[config.mk]
export PLATFORM = sky130hd
export DESIGN_NAME = decode_queue
export DESIGN_NICKNAME = d
export VERILOG_FILES = /design/src/rtl/decode_queue.sv
export SDC_FILE = /design/constraint.sdc
export NUM_CORES = 1
export LEC_CHECK = 0
export ABC_AREA = 0
export ABC_CLOCK_PERIOD_IN_PS = 3200
export CORE_ASPECT_RATIO = 0.7
export CORE_MARGIN = 2
export CORE_UTILIZATION = 32
export CTS_BUF_LIST = sky130_fd_sc_hd__clkbuf_8
export CTS_CLUSTER_DIAMETER = 50
export DETAILED_ROUTE_END_ITERATION = 8
export MAX_ROUTING_LAYER = met4
export SKIP_LAST_GASP = 1
export SYNTH_ARGS = -nofsm -noshare
export SYNTH_HDL_FRONTEND = slang
export SYNTH_SLANG_ARGS = --single-unit
[constraint.sdc]
create_clock -name clk_m2 -period 3.2 [get_ports clk_m2]
set_input_delay 0.64 -clock clk_m2 [delete_from_list [all_inputs] [get_ports clk_m2]]
set_output_delay 0.64 -clock clk_m2 [all_outputs]
set_load 0.01 [all_outputs]
[src/rtl/decode_queue.sv]
// Instruction-byte prefetch FIFO and 1-3 byte length assembler feeding decode.
// Define DECODE_QUEUE_COUNT_EN to add the instr_count accepted-instruction counter port.
module decode_queue #(
   parameter int unsigned       DEPTH    = 4,
   parameter int unsigned       ADDR_W   = 16,
   parameter logic [ADDR_W-1:0] RESET_PC = '0
) (
   input  logic              clk_m2,
   input  logic              rst,
   input  logic              rdy,
   input  logic [7:0]        in_byte,
   input  logic              in_valid,
   output logic              in_ready,
   input  logic              flush,
   input  logic [ADDR_W-1:0] flush_pc,
   output logic [7:0]        out_op,
   output logic [7:0]        out_lo,
   output logic [7:0]        out_hi,
   output logic [1:0]        out_len,
   output logic [ADDR_W-1:0] out_pc,
   output logic              out_valid,
`ifdef DECODE_QUEUE_COUNT_EN
   output logic [31:0]       instr_count,
`endif
   input  logic              out_ready
);

   localparam int unsigned   PtrW = $clog2(DEPTH);
   localparam logic [PtrW:0] Full = DEPTH[PtrW:0];

   typedef enum logic [1:0] {SOp, SLo, SHi, SOut} state_e;

   state_e            state_q, state_d;
   logic [7:0]        mem [DEPTH];
   logic [PtrW-1:0]   wr_ptr_q, rd_ptr_q;
   logic [PtrW:0]     count_q;
   logic [ADDR_W-1:0] pc_q;
   logic [7:0]        head;
   logic [1:0]        op_len;
   logic              push, pop, fifo_ne, accept;

   assign head     = mem[rd_ptr_q];
   assign fifo_ne  = (count_q != '0);
   assign in_ready = rdy && (count_q != Full);
   assign push     = in_valid && in_ready && !flush;
   assign out_pc   = pc_q;

   // Length of the byte at the FIFO head, meaningful only when it is an opcode.
   always_comb begin
      if (head == 8'h00 || head == 8'h40 || head == 8'h60 ||
          (head[3:2] == 2'b10 && !head[0])) begin
         op_len = 2'd1;
      end else if (head == 8'h20 || head[4:2] == 3'b011 || head[4:2] == 3'b111 ||
                   (head[4:2] == 3'b110 && head[0])) begin
         op_len = 2'd3;
      end else begin
         op_len = 2'd2;
      end
   end

   always_ff @(posedge clk_m2 or posedge rst) begin
      if (rst) begin
         state_q <= SOp;
      end else if (flush) begin
         state_q <= SOp;
      end else if (rdy) begin
         state_q <= state_d;
      end
   end

   always_comb begin
      state_d = state_q;
      unique case (state_q)
         SOp:     if (fifo_ne) state_d = (op_len == 2'd1) ? SOut : SLo;
         SLo:     if (fifo_ne) state_d = (out_len == 2'd2) ? SOut : SHi;
         SHi:     if (fifo_ne) state_d = SOut;
         SOut:    if (out_ready) state_d = SOp;
         default: state_d = SOp;
      endcase
   end

   always_comb begin
      out_valid = (state_q == SOut);
      pop       = rdy && !flush && fifo_ne && (state_q != SOut);
      accept    = out_valid && out_ready && rdy && !flush;
   end

   always_ff @(posedge clk_m2) begin
      if (push) mem[wr_ptr_q] <= in_byte;
   end

   always_ff @(posedge clk_m2 or posedge rst) begin
      if (rst) begin
         wr_ptr_q <= '0;
         rd_ptr_q <= '0;
         count_q  <= '0;
      end else if (flush) begin
         wr_ptr_q <= '0;
         rd_ptr_q <= '0;
         count_q  <= '0;
      end else begin
         if (push) wr_ptr_q <= wr_ptr_q + 1'b1;
         if (pop)  rd_ptr_q <= rd_ptr_q + 1'b1;
         if (push && !pop)      count_q <= count_q + 1'b1;
         else if (pop && !push) count_q <= count_q - 1'b1;
      end
   end

   always_ff @(posedge clk_m2 or posedge rst) begin
      if (rst) begin
         out_op  <= '0;
         out_lo  <= '0;
         out_hi  <= '0;
         out_len <= '0;
         pc_q    <= RESET_PC;
      end else if (flush) begin
         out_op  <= '0;
         out_lo  <= '0;
         out_hi  <= '0;
         out_len <= '0;
         pc_q    <= flush_pc;
      end else begin
         if (pop) begin
            case (state_q)
               SOp: begin
                  out_op  <= head;
                  out_len <= op_len;
                  out_lo  <= '0;
                  out_hi  <= '0;
               end
               SLo:     out_lo <= head;
               SHi:     out_hi <= head;
               default: ;
            endcase
         end
         if (accept) pc_q <= pc_q + ADDR_W'(out_len);
      end
   end

`ifdef DECODE_QUEUE_COUNT_EN
   always_ff @(posedge clk_m2 or posedge rst) begin
      if (rst) begin
         instr_count <= '0;
      end else if (accept) begin
         instr_count <= instr_count + 32'd1;
      end
   end
`endif

endmodule

* Word level (Yosys, flattened, before mapping)
Memory sizes are Yosys's and may differ from the RTL's.
Cells that the tools add are included.
W data, S select, Z words.
** Cells by class
- $add $sub $neg :: 5
- Equal/unequal tests :: 18
- Multiplexer cells :: 34
- Reduce and logical (&&, ||, !) cells :: 38
** Operators with widths (count)
- $mux W8 :: 7
- $mux W16 :: 2
- $pmux W8 S2 :: 2
- $mux W2 :: 15
- $add A16 B2 Y16 :: 1
- $eq A8 B7 Y1 const B :: 2
- $logic_and A1 B1 Y1 :: 13
- $ne A3 B3 Y1 const B :: 4
- $reduce_bool A3 Y1 :: 4
- $reduce_bool A2 Y1 :: 5
- $mux W3 :: 3
- $eq A2 B2 Y1 const B :: 4
- $eq A8 B6 Y1 const B :: 1
- $logic_not A8 Y1 :: 1
- $pmux W2 S4 :: 1
- $eq A3 B3 Y1 const B :: 2
- $logic_or A1 B1 Y1 :: 6
- $reduce_and A2 Y1 :: 3
- $reduce_and A5 Y1 :: 1
- $add A2 B1 Y2 const B :: 2
- $eq A2 B1 Y1 const B :: 2
- $logic_not A1 Y1 :: 4
- $mux W1 :: 4
- $add A3 B1 Y3 const B :: 1
- other kinds (5) :: 5
** Storage, ports and cells
- Flip-flop bits (word level) :: 51
- RAM bits :: 32
- Input port bits :: 30
- Output and inout port bits :: 44
- Word-level logic and storage cells :: 105
- Memories kept :: 1
** Memories
- mem :: depth 4, width 8, read ports 1, clocked after memory_dff 0, wr ports 1, line 34 : logic [7:0] mem [DEPTH];

* Longest topological paths before layout
Gate-level depths: netlist (run 1).
An unclocked memory read counts as a cell.
- Depth in word-level cells :: 13
- Depth in mapped cells :: 10
- Mapped depth without buffers :: 9

* Worst setup path after synthesis (run 1)
No wires, ideal clock.
- Path type :: in2reg
- From :: input flush
- To :: register count_q[2]
- Library setup time :: 132 ps
- Arrival time :: 2400 ps
- Required time :: 3068 ps
- Slack :: 668 ps
- Stages :: 10
- Path buffers :: 2
- Cells stage by stage :: clkbuf_1 -> nor3b_1 -> and2_1 -> buf_2 -> nor3_1 -> fa_1 -> a21o_1 -> mux2i_1 -> xnor2_1 -> nor2_1
** On the way
- Word-level cells in the longest chain between the ends :: 8
- Elaborated cells between the ends (all ways) :: 12
- Those cells by class :: 2 x mux; 10 x reduce/logical
** Ends and longest elaborated chain
- start, declared :: line 14 : input logic flush,
- $logic_not A1 Y1 :: line 45, 84
- $logic_and A1 B1 Y1 (3 in series) :: line 84 : pop = rdy && !flush && fifo_ne && (state_q != SOut);
- $logic_not A1 Y1 :: line 104 : if (push && !pop) count_q <= count_q + 1'b1;
- $logic_and A1 B1 Y1 :: line 104
- $mux W3 :: line 104
- $mux W3 :: line 97 : end else if (flush) begin
- end signal, assigned :: line 104
- end signal, assigned :: line 105 : else if (pop && !push) count_q <= count_q - 1'b1;
- end, declared :: line 36 : logic [PtrW:0] count_q;
Several ways; a longest one is shown, not always the timed one.
A chain may end at the register's enable or synchronous reset.

* Final worst setup path (run 1)
- From :: input rdy
- To :: output in_ready
** On the way
- Word-level cells in the longest chain between the ends :: 1
** Ends and longest elaborated chain
- start, declared :: line 10 : input logic rdy,
- $logic_and A1 B1 Y1 :: line 44 : assign in_ready = rdy && (count_q != Full);
- end, declared :: line 13 : output logic in_ready,
Every way passes these cells.

==> flow_summary.ini, run 1 <==
[power]
p_comb_share_pct = 22.2
ir_drop_mv = 0.1995
p_per_area_nw_per_um2 = 505.7
switching_share_pct = 30.39
p_switching_mw = 0.7505
seqPwrFrac_pct = 50.7
p_leak_nw = 1.882
cellInternalPower_mw = 1.719
p_clk_share_pct = 27.1

[timing]
tightest_slew_ns = 0.6982
min_period_over_period_pct = 80.87
fin_crit_ns = 2.588
post-route-worst-setup-slack_ns = 0.6123
setup_viol = 0
fmax_mhz = 386.4
setup_tns_ns = 0
final_max_slew_viol_count = 0
max_slew_margin_pct = 53.39
clock_skew_ns = 0.009227
whs_ns = 0.5280
grt_setup_unrepaired = no
finalHoldViolCount = 0

[cts]
cts_buffer_depth = 2
clockRootBuffer = clkbuf_8
postCtsSetupRepairBufs = 0
clk_latency_ns = 0.36
ctsResizeCount = 0
path_clk_slew_ns = 0.08
cts.sinks = 83
holdBufCountCts = 0
cts_inserted_buffers = 9
htree_levels = 3
cts_tree = built

[global_route]
overflow = 0
grt_max_degree = 64
grt.total_usage_pct = 14.63
antenna_found_initial = 0
grt_pass1_vias = 2578
grt_pass1_wl_um = 13800

[detailed_routing]
avgViaCountPerCell = 4.738
drc = 0
wl_per_cell_um = 15.67
ant_nets = 0
via_count = 2625
dr.first_iter.drc_count = 156
totalWireLength_um = 8679
firstDrtPassIters = 4

[die]
fp.dieW_um = 134.3
rows = 33
dieArea_um2 = 12790
start_util_pct = 32.68
io-pin-count = 74
core_um2 = 11640
die_h_um = 95.23

[placed_design]
port_buffers = 73
dpl.hpwl_um = 6212
gp_congestion = 0.8258
place_ws_ns = 0.2411
placed_area_um2 = 4713

[worst_setup_path]
cp_num_buf_inv = 2
reg2reg_depth = 5
critPathArrivalTime_ns = 1.95
r2r_slack_ns = 0.76
path_depth = 3
critPathTopFamily = buffers and inverters
path_max_fanout = 5
crit_chain = clkdlybuf4s50_1, o31a_1, clkdlybuf4s50_1
critPathLaunchType = primary input
crit_required_ns = 2.56
crit_slowest_cell = clkdlybuf4s50_1
crit_path_frequent_cell = clkdlybuf4s50_1
worstSetupPathType = primary input to primary output
crit_path_end_kind = primary output
slowest_delay_ns = 0.58

[synthesis]
avgSynthCellArea_um2 = 12.04
synthFlopType = dfrtp_1
yosys.area.top_type_share_pct = 33.54
mappedNetlistNets = 358
synth_edf_count = 32
synthTopCellsByArea = dfrtp_1 34%, edfxtp_1 25%, mux4_2 4.7%
yosysTopAreaCell = dfrtp_1
ys_warn_count = 0
postSynth.asyncResetShare_pct = 61.45
syn_inst = 316
ys_types = 40
yosysSeqAreaShare_pct = 58.80
synth.cell_area_um2 = 3805
yosys_register_bits = 83

[status]
outcome = finished, final reports clean

[flow_run]
maxCapViolCount = 0

[cells_and_area]
drive_gt1_share_pct = 9.068
diodes = 0
final_cell_area_um2 = 4883
fin_nets = 434
synthToLayoutAreaGrowth_pct = 28.35

[min_path]
holdCritPathClass = register to register
whs_path_depth = 2
## area by class of cell
type	count	area (um2)
Clock buffer	9	123.9
Clock inverter	7	46.29
Fill cell	1105	6760
Inverter	20	75.07
Multi-Input combinational cell	198	1426
Sequential cell	83	2237
Tap cell	157	196.4
Timing Repair Buffer	80	778.2
## path summary, 6_finish.rpt
path	start	endpoint
max	rdy	in_ready
min	out_lo[2]	out_lo[2]
max reg2reg	rd_ptr_q[0]	state_q[1]
min reg2reg	out_lo[2]	out_lo[2]
max in group asynchronous	rst	out_pc[5]
min in group asynchronous	rst	out_pc[14]
## kinds of logic (layout without fill, tap and decap cells)
kind of cell | Yosys count | in the layout | share of synthesized area (%)
compound gates | 49 | 49 | 8.221
xor+xnor | 19 | 19 | 4.374
fa+ha+maj | 12 | 12 | 4.341
buf+inv | 35 | 116 | 3.716
flops | 83 | 83 | 58.80
mux | 16 | 16 | 6.840
simple gates | 102 | 102 | 13.71
## metal layers
layer / GRT usage (%) / wire length (um) / vias up
li1: - / - / 1264
met1: 20.54 / 4252 / 1291
met2: 20.92 / 3933 / 63
met3: 3.828 / 409 / 7
met4: 4.211 / 83 / 0
met5: - / 0 / -
## per-stage QoR
stage | utilization (%) | instances | power, mW
floorplan | - | 316 | 1.591
global placement | 40.48 | 538 | 1.820
detailed placement | 40.48 | 538 | 1.829
CTS | 41.94 | 554 | 2.499
global route | 41.94 | 554 | 2.604
finish | 41.94 | 554 | 2.469
## state kept, by name (all words and copies together), names as in the netlist
signal	flops
mem	32
out_pc	16
out_hi	8
out_lo	8
out_op	8
count_q	3
out_len	2
rd_ptr_q	2
state_q	2
wr_ptr_q	2
## synth_stat cells (7+ instances only)
cell	n
dfrtp_1	51
edfxtp_1	32
nand2_1	27
nor2_1	26
inv_1	20
nand3_1	17
o21ai_1	14
o21ai_0	13
clkbuf_1	11
xor2_1	11
ha_1	10
a22oi_1	8
mux2i_1	8
mux4_2	8
xnor2_1	8
and2_1	7
## worst min-delay path, cell delays in order, from the launching register on
cell and delay, ns:
dfrtp_1 0.38, inv_1 0.05, o21ai_1 0.06
## placed cells by master, fill, tap and decap left out, types with 3 or more instances in the layout
master           Yosys  routed
nor2_1              26      26
xor2_1              11      11
dfrtp_1             51      51
nor3_1               6       6
clkdlybuf4s50_1      0      72
and3_1               3       3
a21oi_1              5       5
nand3_1             17      17
buf_4                0       7
inv_1               20      20
xnor2_1              8       8
ha_1                10      10
mux4_2               8       8
o21ai_1             14      14
edfxtp_1            32      32
nand4_1              3       3
and2_1               7       7
nand2_1             27      27
mux2i_1              8       8
o21ai_0             13      13
clkbuf_8             0       9
a22oi_1              8       8
## power groups by stage
stage,clock (mW),combinational (mW),sequential (mW)
final,0.668,0.549,1.25
after global routing,0.736,0.602,1.27
after CTS,0.689,0.556,1.25
after detailed placement,0,0.553,1.28
after global placement,0,0.547,1.27
after floorplan,0,0.320,1.27
Power figures use the tool's default switching activity.
==> run 2, diff against run 1 <==
- ABC_CLOCK_PERIOD_IN_PS: 3200 -> 2150
- clock period: 3.2 -> 2.15 ns (I/O delays scaled with it)
==> flow_summary.ini, run 2 (same netlist as run 1, synthesis figures left out) <==
[status]
outcome = finished, final reports clean

[die]
start_util_pct = 32.68
core_um2 = 11640
io-pin-count = 74
fp.dieW_um = 134.3
die_h_um = 95.23
dieArea_um2 = 12790
rows = 33

[cts]
cts_inserted_buffers = 9
htree_levels = 3
clockRootBuffer = clkbuf_8
cts.sinks = 83
clk_latency_ns = 0.35
cts_tree = built
holdBufCountCts = 0
cts_buffer_depth = 2
path_clk_slew_ns = 0.09

[worst_setup_path]
crit_slowest_cell = mux4_2
r2r_slack_ns = 0.06
crit_chain = buf_12, mux4_2, nor4_4, nor4b_4, nor4b_1, a2111oi_2
reg2reg_depth = 6
cp_num_buf_inv = 1
critPathLaunchType = register
critPathTopFamily = simple AND/OR/NAND/NOR gates
worstSetupPathType = register to register
crit_path_end_kind = register
path_max_fanout = 4
crit_start = rd_ptr_q[0]
path_depth = 6
r2r-start = rd_ptr_q[0]
slowest_delay_ns = 0.55
crit_required_ns = 2.39
critPathArrivalTime_ns = 2.33

[detailed_routing]
top_layer = met4
ant_nets = 0
avgViaCountPerCell = 4.678
firstDrtPassIters = 4
wl_met1_um = 4426
drc = 0
wl_met2_um = 3732
dr.first_iter.drc_count = 102
via_count = 2732
totalWireLength_um = 8558
wl_per_cell_um = 14.65
wl_met3_um = 351

[timing]
fin_crit_ns = 2.092
max_slew_margin_pct = 59.43
tightest_slew_ns = 0.6045
finalHoldViolCount = 0
post-route-worst-setup-slack_ns = 0.05792
grt_setup_unrepaired = yes
fmax_mhz = 478.0
clock_skew_ns = 0.007172
setup_viol = 0
min_period_over_period_pct = 97.31
final_max_slew_viol_count = 0

[cells_and_area]
top_register = mem
multi_input_area_um2 = 1460
final_common_cell = clkdlybuf4s50_1
most-common-layout-cells = 71 x clkdlybuf4s50_1, 48 x dfrtp_1, 32 x edfxtp_1, 28 x buf_4, 27 x nand2_1
synthToLayoutAreaGrowth_pct = 39.36
nFillCells = 1084
diodes = 0
final_cell_area_um2 = 5303
seqCellArea_um2 = 2241
final_util_pct = 45.54
largest_reg_flops = 32
layout.cells.non_filler = 584
fin_nets = 464
drive_gt1_share_pct = 17.80

[global_route]
overflow = 0
grt_max_degree = 57
grt.total_usage_pct = 14.60
grt_pass1_vias = 2632
grt_pass1_wl_um = 13910
antenna_found_initial = 0

[flow_run]
maxCapViolCount = 0

[placed_design]
port_buffers = 73
place_ws_ns = -0.2292
dpl.hpwl_um = 6201
placed_area_um2 = 5027
placedCellCount = 565
gp_congestion = 0.8112

[min_path]
holdCritPathClass = primary input to async pin

[power]
p_leak_nw = 2.087
ir_drop_mv = 0.4252
p_per_area_nw_per_um2 = 768.8
## run 2: path summary, 6_finish.rpt
path / to
worst max-delay path: state_q[1]
worst min-delay path: out_pc[11]
max in group asynchronous: count_q[0]
worst max register to register: state_q[1]
min in group clk_m2: wr_ptr_q[0]
worst min register to register: out_lo[7]
## run 2: routing by layer
metal | vias to the layer above | global-route usage [%]
met2 | 60 | 20.58
met1 | 1342 | 21.17
met4 | 0 | 3.421
met5 | - | -
met3 | 4 | 3.615
li1 | 1326 | -
## run 2: power by group
group	internal [mW]	leakage, nW	switching (mW)
clock	0.664	0.114	0.583
sequential	1.76	0.961	0.105
combinational	0.501	1.01	0.469
total	2.92	2.09	1.16
## run 2: tightest hold or removal path: stages
cell and delay (ns):
clkdlybuf4s50_1 0.41, inv_2 0.07, buf_12 0.26
## run 2: final cells by class
class	instances	share of cell area, %
Timing Repair Buffer	110	20.86
Clock buffer	9	2.336
Inverter	20	1.416
Clock inverter	7	1.888
Multi-Input combinational cell	198	27.54
Sequential cell	83	42.26
Tap cell	157	3.705
## run 2: through the flow
| step | total power, mW | hold WS [ns] | setup TNS, ns |
|---|---|---|---|
| floorplan | 2.382 | 0.5247 | 0 |
| global placement | 2.818 | 0.5030 | -0.2686 |
| detailed placement | 2.835 | 0.5172 | -0.4253 |
| CTS | 4.110 | 0.4301 | 0 |
| global route | 4.284 | 0.4517 | -0.07378 |
| finish | 4.077 | 0.4393 | 0 |
## run 2: repair_timing
action,CTS,global route
pin swaps,2,3
gates cloned,0,0
endpoints found under the setup margin,2,7
resized for setup,3,5
setup buffers,2,1
